<file path="config.mk">
export PLATFORM = sky130hd
export DESIGN_NAME = uart_tx
export DESIGN_NICKNAME = d
export VERILOG_FILES = /design/src/rtl/uart_pkg.sv /design/src/rtl/uart_tx_fifo.sv /design/src/rtl/uart_tx.sv
export SDC_FILE = /design/constraint.sdc
export NUM_CORES = 1
export LEC_CHECK = 0
export ABC_AREA = 1
export CAP_MARGIN = 15
export CORE_MARGIN = 4
export CORE_UTILIZATION = 47
export CTS_CLUSTER_DIAMETER = 50
export DETAILED_ROUTE_END_ITERATION = 8
export PLACE_DENSITY = 0.67
export SLEW_MARGIN = 30
export SYNTH_ARGS = -nofsm -noshare
export SYNTH_HDL_FRONTEND = slang
export SYNTH_SLANG_ARGS = --single-unit
export TNS_END_PERCENT = 5
</file>
<file path="constraint.sdc">
create_clock -name clk -period 2.7 [get_ports clk]
set_clock_uncertainty 0.1 [all_clocks]
set_input_delay 0.54 -clock clk [delete_from_list [all_inputs] [get_ports clk]]
set_output_delay 0.54 -clock clk [all_outputs]
set_load 0.05 [all_outputs]
</file>
<file path="src/rtl/uart_pkg.sv">
// Shared UART definitions: transmitter state encoding, default word size and
// the line levels used on the serial wire.
package uart_pkg;

    localparam int DEFAULT_MAX_WORD_SIZE = 8;

    localparam logic LINE_IDLE  = 1'b1;
    localparam logic LINE_STOP  = 1'b1;
    localparam logic LINE_START = 1'b0;

    typedef enum logic [2:0] {
        IDLE,
        START,
        DATA,
        STOP,
        GUARD
    } tx_state_t;

endpackage

</file>
<file path="src/rtl/uart_tx_fifo.sv">
// Synchronous word buffer in front of the serializer. The head word is visible
// combinationally so the FSM can load it on the same edge that pops it.
module uart_tx_fifo #(
    parameter int WIDTH = 8,
    parameter int DEPTH = 4
) (
    input  logic                   clk,
    input  logic                   rst_n,
    input  logic                   push,
    input  logic [WIDTH-1:0]       push_data,
    input  logic                   pop,
    output logic [WIDTH-1:0]       head,
    output logic                   full,
    output logic                   empty,
    output logic [$clog2(DEPTH):0] level
);

    localparam int PTR_W = $clog2(DEPTH);
    localparam int LVL_W = PTR_W + 1;

    logic [WIDTH-1:0] mem [DEPTH];
    logic [PTR_W-1:0] wr_ptr;
    logic [PTR_W-1:0] rd_ptr;
    logic             do_push;
    logic             do_pop;

    assign full    = (level == LVL_W'(DEPTH));
    assign empty   = (level == '0);
    assign do_push = push && !full;
    assign do_pop  = pop && !empty;
    assign head    = mem[rd_ptr];

    // DEPTH is a power of two, so plain pointer increments wrap modulo DEPTH.
    always_ff @(posedge clk or negedge rst_n) begin
        if (!rst_n) begin
            wr_ptr <= '0;
            rd_ptr <= '0;
            level  <= '0;
        end else begin
            if (do_push) wr_ptr <= wr_ptr + PTR_W'(1);
            if (do_pop)  rd_ptr <= rd_ptr + PTR_W'(1);
            unique case ({do_push, do_pop})
                2'b10:   level <= level + LVL_W'(1);
                2'b01:   level <= level - LVL_W'(1);
                default: level <= level;
            endcase
        end
    end

    // NOTE: storage is deliberately not reset; emptiness is tracked by the
    // pointers and level, so clearing the array would only cost flops.
    always_ff @(posedge clk) begin
        if (do_push) mem[wr_ptr] <= push_data;
    end

endmodule

</file>
<file path="src/rtl/uart_tx.sv">
// Buffered UART transmitter: one bit per clock, start/data/stop/guard framing,
// with the word length chosen per frame from tx_bits.
module uart_tx
    import uart_pkg::*;
#(
    parameter int MAX_WORD_SIZE = DEFAULT_MAX_WORD_SIZE,
    parameter int FIFO_DEPTH    = 4,
    parameter int GUARD_CYCLES  = 1
) (
    input  logic                        clk,
    input  logic                        rst_n,
    input  logic [MAX_WORD_SIZE-1:0]    din,
    input  logic                        din_valid,
    output logic                        din_ready,
    input  logic [5:0]                  tx_bits,
    output logic                        tx,
    output logic                        tx_busy,
    output logic                        tx_done,
    output logic [$clog2(FIFO_DEPTH):0] fifo_level
);

    localparam int CNT_W = $clog2(MAX_WORD_SIZE + 1);
    localparam int GRD_W = (GUARD_CYCLES > 1) ? $clog2(GUARD_CYCLES) : 1;

    tx_state_t                state;
    logic [MAX_WORD_SIZE-1:0] shift_reg;
    logic [CNT_W-1:0]         n_bits;
    logic [CNT_W-1:0]         bit_cnt;
    logic [GRD_W-1:0]         guard_cnt;
    logic                     guard_last;
    logic                     accept_en;
    logic                     fifo_full;
    logic                     fifo_empty;
    logic [MAX_WORD_SIZE-1:0] fifo_head;
    logic                     load;

    // Out-of-range requests fall back to the widest frame the datapath holds.
    function automatic logic [CNT_W-1:0] frame_bits(input logic [5:0] req);
        if (req == 6'd0 || int'(req) > MAX_WORD_SIZE) return CNT_W'(MAX_WORD_SIZE);
        return CNT_W'(req);
    endfunction

    assign guard_last = (guard_cnt == GRD_W'(GUARD_CYCLES - 1));
    assign load       = !fifo_empty && ((state == IDLE) || (state == GUARD && guard_last));
    assign din_ready  = accept_en && !fifo_full;

    uart_tx_fifo #(
        .WIDTH (MAX_WORD_SIZE),
        .DEPTH (FIFO_DEPTH)
    ) u_fifo (
        .clk       (clk),
        .rst_n     (rst_n),
        .push      (din_valid && din_ready),
        .push_data (din),
        .pop       (load),
        .head      (fifo_head),
        .full      (fifo_full),
        .empty     (fifo_empty),
        .level     (fifo_level)
    );

    // Holds din_ready low through reset and opens it on the first edge after.
    always_ff @(posedge clk or negedge rst_n) begin
        if (!rst_n) accept_en <= 1'b0;
        else        accept_en <= 1'b1;
    end

    // NOTE: every assignment here is non-blocking so the state, counters and
    // registered outputs all update together from the pre-edge values.
    always_ff @(posedge clk or negedge rst_n) begin
        if (!rst_n) begin
            state     <= IDLE;
            shift_reg <= '0;
            n_bits    <= CNT_W'(MAX_WORD_SIZE);
            bit_cnt   <= '0;
            guard_cnt <= '0;
            tx        <= LINE_IDLE;
            tx_busy   <= 1'b0;
            tx_done   <= 1'b0;
        end else begin
            // Outputs are registered from the current state, so the line trails
            // the state by one cycle; this gives the two-edge push-to-start latency.
            tx_busy <= (state != IDLE);
            tx_done <= (state == GUARD) && (guard_cnt == '0);

            unique case (state)
                IDLE: begin
                    tx <= LINE_IDLE;
                    if (load) begin
                        state     <= START;
                        shift_reg <= fifo_head;
                        n_bits    <= frame_bits(tx_bits);
                    end
                end
                START: begin
                    tx      <= LINE_START;
                    state   <= DATA;
                    bit_cnt <= '0;
                end
                DATA: begin
                    tx        <= shift_reg[0];
                    shift_reg <= shift_reg >> 1;
                    if (bit_cnt == n_bits - CNT_W'(1)) state <= STOP;
                    else                               bit_cnt <= bit_cnt + CNT_W'(1);
                end
                STOP: begin
                    tx        <= LINE_STOP;
                    state     <= GUARD;
                    guard_cnt <= '0;
                end
                GUARD: begin
                    tx <= LINE_IDLE;
                    if (guard_last) begin
                        if (load) begin
                            state     <= START;
                            shift_reg <= fifo_head;
                            n_bits    <= frame_bits(tx_bits);
                        end else begin
                            state <= IDLE;
                        end
                    end else begin
                        guard_cnt <= guard_cnt + GRD_W'(1);
                    end
                end
                default: begin
                    tx    <= LINE_IDLE;
                    state <= IDLE;
                end
            endcase
        end
    end

endmodule

</file>
==> results of run 1 <==
## power by group through the flow
stage / sequential [mW] / combinational, mW / clock (mW)
4_1_cts: 1.44 / 1.38 / 0.824
5_1_grt: 1.48 / 1.55 / 0.874
2_1_floorplan: 1.52 / 0.982 / 0
3_3_place_gp: 1.46 / 1.34 / 0
6_report: 1.44 / 1.36 / 0.810
3_5_place_dp: 1.46 / 1.38 / 0
## cells by family after synthesis
kind of cell	Yosys count	share of synthesized area
and+or+nand+nor	120	0.188
DFF	62	0.625
AOI/OAI and AO/OA	35	0.0712
buffers and inverters	33	0.0561
adders and majority gates	8	0.0393
xor gates and xnor gates	6	0.0192
other	1	0.00137
## stage by stage
step	setup WS [ns]	util	std cells
finish	0.178	0.587	376
global route	0.103	0.587	376
CTS	0.152	0.587	376
detailed placement	0.239	0.551	360
global placement	0.325	0.551	360
floorplan	0.0255	-	265
## area by class of cell
class | instances | area share
Sequential cell | 62 | 0.524
Multi-Input combinational cell | 170 | 0.272
Timing Repair Buffer | 28 | 0.0819
Clock buffer | 9 | 0.0379
Inverter | 28 | 0.0337
Tap cell | 72 | 0.0276
Clock inverter | 7 | 0.0230
## path summary, 6_finish.rpt
check	startpoint	endpoint	slack (ns)	depth (start not counted)
worst max-delay path	u_fifo.level[0]$_DFFE_PN0P_	din_ready	0.18	3
worst min-delay path	state[2]$_DFFE_PN0P_	state[2]$_DFFE_PN0P_	0.39	1
worst max register to register	u_fifo.level[0]$_DFFE_PN0P_	u_fifo.level[2]$_DFFE_PN0P_	0.49	9
worst min register to register	state[2]$_DFFE_PN0P_	state[2]$_DFFE_PN0P_	0.39	1
max in group asynchronous	rst_n	n_bits[3]$_DFFE_PN1P_	1.69	2
min in group asynchronous	rst_n	tx_busy$_DFF_PN0_	0.49	2
## layer usage
layer,share of wire,global-route usage,up-vias
met4,0.025,0.0849,0
met1,0.46,0.199,872
met2,0.47,0.240,34
met5,0,0,-
li1,-,-,944
met3,0.043,0.0383,11
## cells in the final DEF, fill, tap and decap left out
master | synthesis | layout
clkbuf_8 | 0 | 9
nand2_4 | 1 | 1
a22o_1 | 1 | 1
a21oi_1 | 5 | 5
a31oi_4 | 0 | 1
clkinv_4 | 0 | 3
xnor2_1 | 1 | 1
nand3_2 | 2 | 2
inv_4 | 2 | 2
nand2_1 | 52 | 52
conb_1 | 1 | 1
nor2_2 | 1 | 1
buf_4 | 0 | 5
nor2_1 | 38 | 38
clkinv_1 | 0 | 1
inv_2 | 1 | 1
nand2_2 | 1 | 1
fa_1 | 1 | 1
o21ai_0 | 19 | 19
clkdlybuf4s50_1 | 0 | 23
nand3_1 | 22 | 22
dfstp_2 | 2 | 2
nor2_4 | 1 | 1
edfxtp_1 | 32 | 32
or2_2 | 1 | 1
o22ai_1 | 7 | 7
dfrtp_1 | 28 | 28
o21a_1 | 1 | 1
bufinv_16 | 0 | 1
clkinvlp_4 | 0 | 2
o21ai_2 | 1 | 1
ha_1 | 7 | 7
inv_1 | 25 | 25
nor3_1 | 1 | 1
xor2_1 | 5 | 5
==> results.toml, run 1 <==
[floorplan]
core_area_um2 = 5570
die_h_um = 84.4
start_util = 0.492
fp.dieW_um = 84.4
io_pins = 24
die_area_um2 = 7120
placement_rows = 27

[clocking]
cts_root_buffer = "clkbuf_8"
htreeDepth = 3
postCtsSetupRepairBufs = 0
cts_buffer_depth = 2
clk-insertion-delay-late_ns = 0.34
holdBufCountCts = 0
cts_resized = 0
cts.sinks = 62
clk_pin_slew_worst_paths_ns = 0.07
cts_buffers = 9
cts_tree = "yes"

[pwr]
seqPwrFrac = 0.399
total_power_mw = 3.61
power_density_nw_per_um2 = 1100
switching_share = 0.401
leakagePower_nw = 1.40
power.switching_mw = 1.45
p_clk_frac = 0.224
intPower_mw = 2.16
power_frac_comb = 0.377
ir_drop_v = 0.000492

[timing]
period_share = 0.934
drv_slew = 0
worstMarginPinSlew_ns = 0.540
max_slew_margin = 0.640
max_freq_mhz = 397
setup_violations = 0
rsz0062_at_grt = "no"
setup_tns_ns = 0
finalHoldViolations = 0
hold_slack_ns = 0.388
fin_crit_ns = 2.52

[place]
gp_congestion = 0.726
port_buffers = 23
place_hpwl_um = 3430
placed_area_um2 = 3070

[synth]
synth_top_flop_cell = "edfxtp_1"
ys_types = 30
synth_seq_cells = 62
async_flop_share = 0.484
yosys_warnings = 0
syn_inst = 265
synthTopCellsByArea = "edfxtp_1 (35%), dfrtp_1 (26%), nand2_1 (7.1%)"
synth_most_common_cell = "nand2_1"
seq_area_frac_synth = 0.625
synth_area_leader_cell = "edfxtp_1"
synth_top_area_frac = 0.351
synth_common_cells = "nand2_1 (52), nor2_1 (38), edfxtp_1 (32)"
synth_edf_count = 32
avgSynthCellArea_um2 = 10.3
syn_nets = 290
synth_area_um2 = 2740

[min_path]
hold_class = "flop to flop"

[finish]
seqCellArea_um2 = 1710
drive_gt1_frac = 0.112
multi_input_area_um2 = 888
n_antenna_cell = 0
finalInstanceArea_um2 = 3270
syn_to_final_growth_pct = 19.3
fillCellCount = 490
fin_nets = 324
largest_reg_flops = 32

[route]
route.detailed.drc = 0
routed-via-count = 1861
drt_iter0_markers = 91
firstDrtPassIters = 4
routed_wl_um = 4950
routed_via_density = 4.95
wire_per_inst_um = 13.2
ant_nets = 0

[grt]
grt_pass1_vias = 1884
antenna_found_initial = 0
grt_use_total = 0.155
overflow = 0
grt_max_degree = 31
grt_pass1_wl_um = 8650

[run_status]
status = "complete, no violations"

[setup_path]
crit_fanout = 4
end_kind = "output port"
cp_slowest_stage_delay_ns = 0.82
arrival_ns = 1.88
worstSetupPathType = "flop to output port"
crit_required_ns = 2.06
critPathTopFamily = "buffers and inverters"
crit_chain = "inv_1 > a31oi_4 > clkdlybuf4s50_1"
path_buf_inv = 2
start_kind = "flop"
slowest_stage = "clkdlybuf4s50_1"

[flow_run]
drv_cap = 0
(Power assumes the default switching activity.)
==> run 2, diff against run 1 <==
--- a/config.mk
+++ b/config.mk
@@ -11,7 +11,7 @@
 export CORE_UTILIZATION = 47
 export CTS_CLUSTER_DIAMETER = 50
 export DETAILED_ROUTE_END_ITERATION = 8
-export PLACE_DENSITY = 0.67
+export DONT_BUFFER_PORTS = 1
 export SLEW_MARGIN = 30
 export SYNTH_ARGS = -nofsm -noshare
 export SYNTH_HDL_FRONTEND = slang
==> run 2 against run 1 <==
Effect of this change:
- highest routed layer unchanged
- sequential power about the same
- critical path type is now flop to flop
- register-to-register slack improved by 0.05 ns
- hold slack got worse by 0.20 ns
- combinational power decreased by 5%
- routed wire length decreased by 0.38%
==> results.toml, run 2 (synthesis results as in run 1) <==
[run_status]
status = "complete, no violations"

[route]
firstDrtPassIters = 4
dr.max_layer_used = "met4"
m1WireLength_um = 2300
routed_via_density = 4.94
routed-via-count = 1774
routed_wl_um = 4930
dr_wl_met2_um = 2290
dr_wl_met3_um = 269
drt_iter0_markers = 112
route.detailed.drc = 0
ant_nets = 0
wire_per_inst_um = 13.7

[setup_path]
start_kind = "flop"
cp_slowest_stage_delay_ns = 0.38
slowest_stage = "dfrtp_1"
arrival_ns = 2.28
crit_required_ns = 2.82
worstSetupPathType = "flop to flop"
path_buf_inv = 1
crit_chain = "buf_4 > a31oi_4 > nand2_2 > ha_1 > fa_1 > a21oi_1 > o21ai_0 > xor2_1"
crit_fanout = 8
r2r_setup_slack_ns = 0.54
end_kind = "flop"
critPathTopFamily = "adder cells"

[pwr]
p_clk_frac = 0.232
switching_share = 0.405
power_frac_comb = 0.360
seqPwrFrac = 0.408
total_power_mw = 3.58
power.switching_mw = 1.45
power_density_nw_per_um2 = 1150
leakagePower_nw = 1.35
ir_drop_v = 0.000488
intPower_mw = 2.13

[timing]
rsz0062_at_grt = "no"
period_share = 0.801
max_freq_mhz = 462
setup_tns_ns = 0
finalHoldViolations = 0
drv_slew = 0
fin_crit_ns = 2.16
setup_violations = 0

[grt]
overflow = 0
grt_pass1_wl_um = 8450
grt_use_total = 0.156
grt_max_degree = 31
antenna_found_initial = 0
grt_pass1_vias = 1765

[place]
gp_congestion = 0.811
port_buffers = 0
place_hpwl_um = 3230

[floorplan]
placement_rows = 27
die_h_um = 84.4
core_area_um2 = 5570
fp.dieW_um = 84.4
io_pins = 24
start_util = 0.492
die_area_um2 = 7120

[finish]
seqCellArea_um2 = 1710
layout_commonest_cell = "nand2_1"
syn_to_final_growth_pct = 13.3
final_cell_mix = "nand2_1 (52), nor2_1 (38), edfxtp_1 (32)"
n_antenna_cell = 0
fillCellCount = 504
final_util = 0.557
fin_nets = 307
multi_input_area_um2 = 888
largest_reg_flops = 32
drive_gt1_frac = 0.139

[clocking]
cts_root_buffer = "clkbuf_8"
cts.sinks = 62
htreeDepth = 3
clk-insertion-delay-late_ns = 0.34
cts_buffer_depth = 2
cts_tree = "yes"
cts_resized = 0
clk_pin_slew_worst_paths_ns = 0.08
cts_buffers = 9

[min_path]
hold_class = "input port to flop"

[flow_run]
drv_cap = 0
run 2: changes by cell type in the layout (fill, tap and decap cells not counted):
cell,change
buf_4,+4
buf_12,+1
dlygate4sd3_1,+1
clkinv_1,-1
inv_6,+2
clkinvlp_4,-1
clkdlybuf4s50_1,-23
run 2: power groups by stage:
stage,Sequential [mW],Combinational (mW),Clock [mW]
2_1_floorplan,1.52,0.982,0
3_3_place_gp,1.47,1.27,0
3_5_place_dp,1.48,1.29,0
4_1_cts,1.46,1.31,0.859
5_1_grt,1.49,1.50,0.908
6_report,1.46,1.29,0.830
run 2: path summary, 6_finish.rpt:
check	startpoint	end	cells past startpoint
worst min-delay path	din[2]	u_fifo.mem[1][2]$_DFFE_PP_	0
min in group asynchronous	rst_n	bit_cnt[1]$_DFFE_PN0P_	2
worst max register to register	u_fifo.level[2]$_DFFE_PN0P_	u_fifo.level[2]$_DFFE_PN0P_	8
max in group asynchronous	rst_n	n_bits[3]$_DFFE_PN1P_	2
worst max-delay path	u_fifo.level[2]$_DFFE_PN0P_	u_fifo.level[2]$_DFFE_PN0P_	8
worst min register to register	shift_reg[6]$_DFFE_PN0P_	shift_reg[6]$_DFFE_PN0P_	2
run 2: final cells by class:
class | count | area share
Clock buffer | 9 | 0.0399
Multi-Input combinational cell | 170 | 0.286
Sequential cell | 62 | 0.552
Timing Repair Buffer | 11 | 0.0314
Clock inverter | 7 | 0.0262
Inverter | 28 | 0.0355
Tap cell | 72 | 0.0290
run 2: per-layer routing:
metal  GRT usage  up-vias
met5           0        -
met4      0.0691        0
met3      0.0618        8
met2       0.240       34
met1       0.195      823
li1            -      909
run 2: per-stage QoR:
step	setup WS [ns]	cells	hold slack [ns]	cell area (um2)
3_5_place_dp	0.534	341	0.145	2870
5_1_grt	0.424	359	0.151	3110
3_3_place_gp	0.585	341	0.145	2870
4_1_cts	0.524	359	0.167	3110
6_report	0.538	359	0.186	3110
2_1_floorplan	0.0255	265	0.144	2760
run 2: worst reg2reg max path: cells and delay by family, from the launching register on:
family	cells	cell delay [ns]
adders and majority gates	2	0.63
and+or+nand+nor	1	0.14
buffers and inverters	1	0.20
DFF	1	0.38
xor gates and xnor gates	1	0.16
AOI/OAI and AO/OA	3	0.44
run 2: timing repair:
action,in CTS,in global routing
buffers inserted,0,0
hold buffers,2,0
endpoints found under the hold margin,30,0
setup endpoints to repair,0,0
==> run 3, diff against run 2 <==
==> constraint.sdc (replaced) <==
create_clock -name clk -period 2.2 [get_ports clk]
set_clock_uncertainty 0.1 [all_clocks]
set_input_delay 0.44 -clock clk [delete_from_list [all_inputs] [get_ports clk]]
set_output_delay 0.44 -clock clk [all_outputs]
set_load 0.05 [all_outputs]
==> run 3 against run 2 <==
Effect of this change:
- critical path depth increased by 1
- via count rose by 2.4%
- fmax up 15%
- clock power up 20%
- hold slack worse by 0.10 ns
- total power increased by 24%
- core utilization grew 0.45 points
- register-to-register slack got worse by 0.22 ns
- final cell count rose by 0.28%
- die area unchanged
- design area grew 0.81%
- sequential power up 24%
- critical path type unchanged
- highest routed layer unchanged
==> results.toml, run 3 (synthesis results as in run 1) <==
[timing]
fin_crit_ns = 1.89
rsz0062_at_grt = "no"
finalWorstSetupSlack_ns = 0.315
hold_slack_ns = 0.0852
max_freq_mhz = 530
setup_violations = 0
finalHoldViolations = 0
period_share = 0.857
drv_slew = 0

[grt]
grt_max_degree = 31
grt_use_total = 0.156
grt_pass1_wl_um = 8650
antenna_found_initial = 0
overflow = 0
grt_pass1_vias = 1870

[min_path]
min_path_cells = 0
whs_endpoint = "u_fifo.mem[3][6]$_DFFE_PP_"
hold_class = "input port to flop"
hp-start = "din[6]"

[finish]
largest_reg_flops = 32
final_cell_mix = "nand2_1 (52), nor2_1 (38), edfxtp_1 (32)"
seqCellArea_um2 = 1720
fillCellCount = 491
fin_cells = 360
drive_gt1_frac = 0.167
n_antenna_cell = 0
final_util = 0.562
layout_commonest_cell = "nand2_1"
multi_input_area_um2 = 908
syn_to_final_growth_pct = 14.2
fin_nets = 308

[clocking]
postCtsSetupRepairBufs = 0
clk_pin_slew_worst_paths_ns = 0.08
htreeDepth = 3
cts.sinks = 62
cts_buffer_depth = 2
cts_tree = "yes"
holdBufCountCts = 2
cts_buffers = 9
clk-insertion-delay-late_ns = 0.34
cts_root_buffer = "clkbuf_8"
cts_resized = 0

[floorplan]
die_area_um2 = 7120
die_h_um = 84.4
placement_rows = 27
start_util = 0.492
core_area_um2 = 5570
io_pins = 24
fp.dieW_um = 84.4

[setup_path]
worst-r2r-cell-count = 9
cp_slowest_stage_delay_ns = 0.43
start_kind = "flop"
cp_common_cell = "nand3_2"
reg2reg_to = "u_fifo.level[2]$_DFFE_PN0P_"
slowest_stage = "dfrtp_2"
r2r_setup_slack_ns = 0.31
crit_chain = "inv_1 > nand3_2 > nand3_2 > inv_4 > ha_4 > fa_2 > a21oi_1 > o21ai_1 > xor2_1"
crit_required_ns = 2.32
worstSetupPathType = "flop to flop"
arrival_ns = 2.01
end_kind = "flop"
rr_startpoint = "u_fifo.level[2]$_DFFE_PN0P_"
crit_fanout = 3

[flow_run]
drv_cap = 0

[route]
routed_wl_um = 5030
firstDrtPassIters = 5
routed_via_density = 5.04
route.detailed.drc = 0
routed-via-count = 1816
drt_iter0_markers = 100
ant_nets = 0
wire_per_inst_um = 14.0

[place]
dp_cells = 342
port_buffers = 0
dpl_worst_slack_ns = 0.317
place_hpwl_um = 3310
gp_congestion = 0.709

[pwr]
power_density_nw_per_um2 = 1420
ir_drop_v = 0.000691
total_power_mw = 4.45
leakagePower_nw = 1.34

[run_status]
status = "complete, no violations"
## run 3: metal layers
layer / vias to the layer above / global-route usage / share of wire
met3: 5 / 0.0343 / 0.048
li1: 909 / - / -
met5: - / 0 / 0
met2: 36 / 0.270 / 0.49
met1: 866 / 0.183 / 0.45
met4: 0 / 0.0777 / 0.012
## run 3: how the worst max path moves through the flow
| stage | from | end | slack [ns] | cells past startpoint |
|---|---|---|---|---|
| 2_1_floorplan | u_fifo.level[1]$_DFFE_PN0P_ | u_fifo.level[2]$_DFFE_PN0P_ | -0.08 | 8 |
| 3_3_place_gp | u_fifo.level[2]$_DFFE_PN0P_ | u_fifo.level[2]$_DFFE_PN0P_ | 0.36 | 9 |
| 3_5_place_dp | u_fifo.level[2]$_DFFE_PN0P_ | u_fifo.level[2]$_DFFE_PN0P_ | 0.32 | 9 |
| 4_1_cts | u_fifo.level[2]$_DFFE_PN0P_ | u_fifo.level[2]$_DFFE_PN0P_ | 0.30 | 9 |
| 5_1_grt | u_fifo.level[2]$_DFFE_PN0P_ | u_fifo.level[2]$_DFFE_PN0P_ | 0.19 | 9 |
| 6_report | u_fifo.level[2]$_DFFE_PN0P_ | u_fifo.level[2]$_DFFE_PN0P_ | 0.31 | 9 |
## run 3: through the flow
step / instance area [um2] / TNS [ns]
after global placement: 2900 / 0
final: 3130 / 0
after global routing: 3130 / 0
after detailed placement: 2900 / 0
after floorplan: 2780 / -0.0845
after CTS: 3130 / 0
## run 3: where the power goes
group          internal (mW)  total [mW]  switching [mW]  leakage (nW)
clock                  0.524        1.00           0.477        0.0914
combinational          0.585        1.65            1.06         0.596
sequential              1.54        1.81           0.266         0.656
## run 3: critical path, delay by kind of cell, from the launching register on
family / cells / cell delay, ns
simple gates: 2 / 0.25
xor+xnor: 1 / 0.15
buf+inv: 2 / 0.15
flops: 1 / 0.43
compound gates: 2 / 0.20
fa+ha+maj: 2 / 0.49
## run 3: cell type report
| class | instances | area share |
|---|---|---|
| Tap cell | 72 | 0.0288 |
| Clock inverter | 7 | 0.0240 |
| Timing Repair Buffer | 12 | 0.0336 |
| Inverter | 28 | 0.0352 |
| Multi-Input combinational cell | 170 | 0.290 |
| Clock buffer | 9 | 0.0396 |
| Sequential cell | 62 | 0.549 |
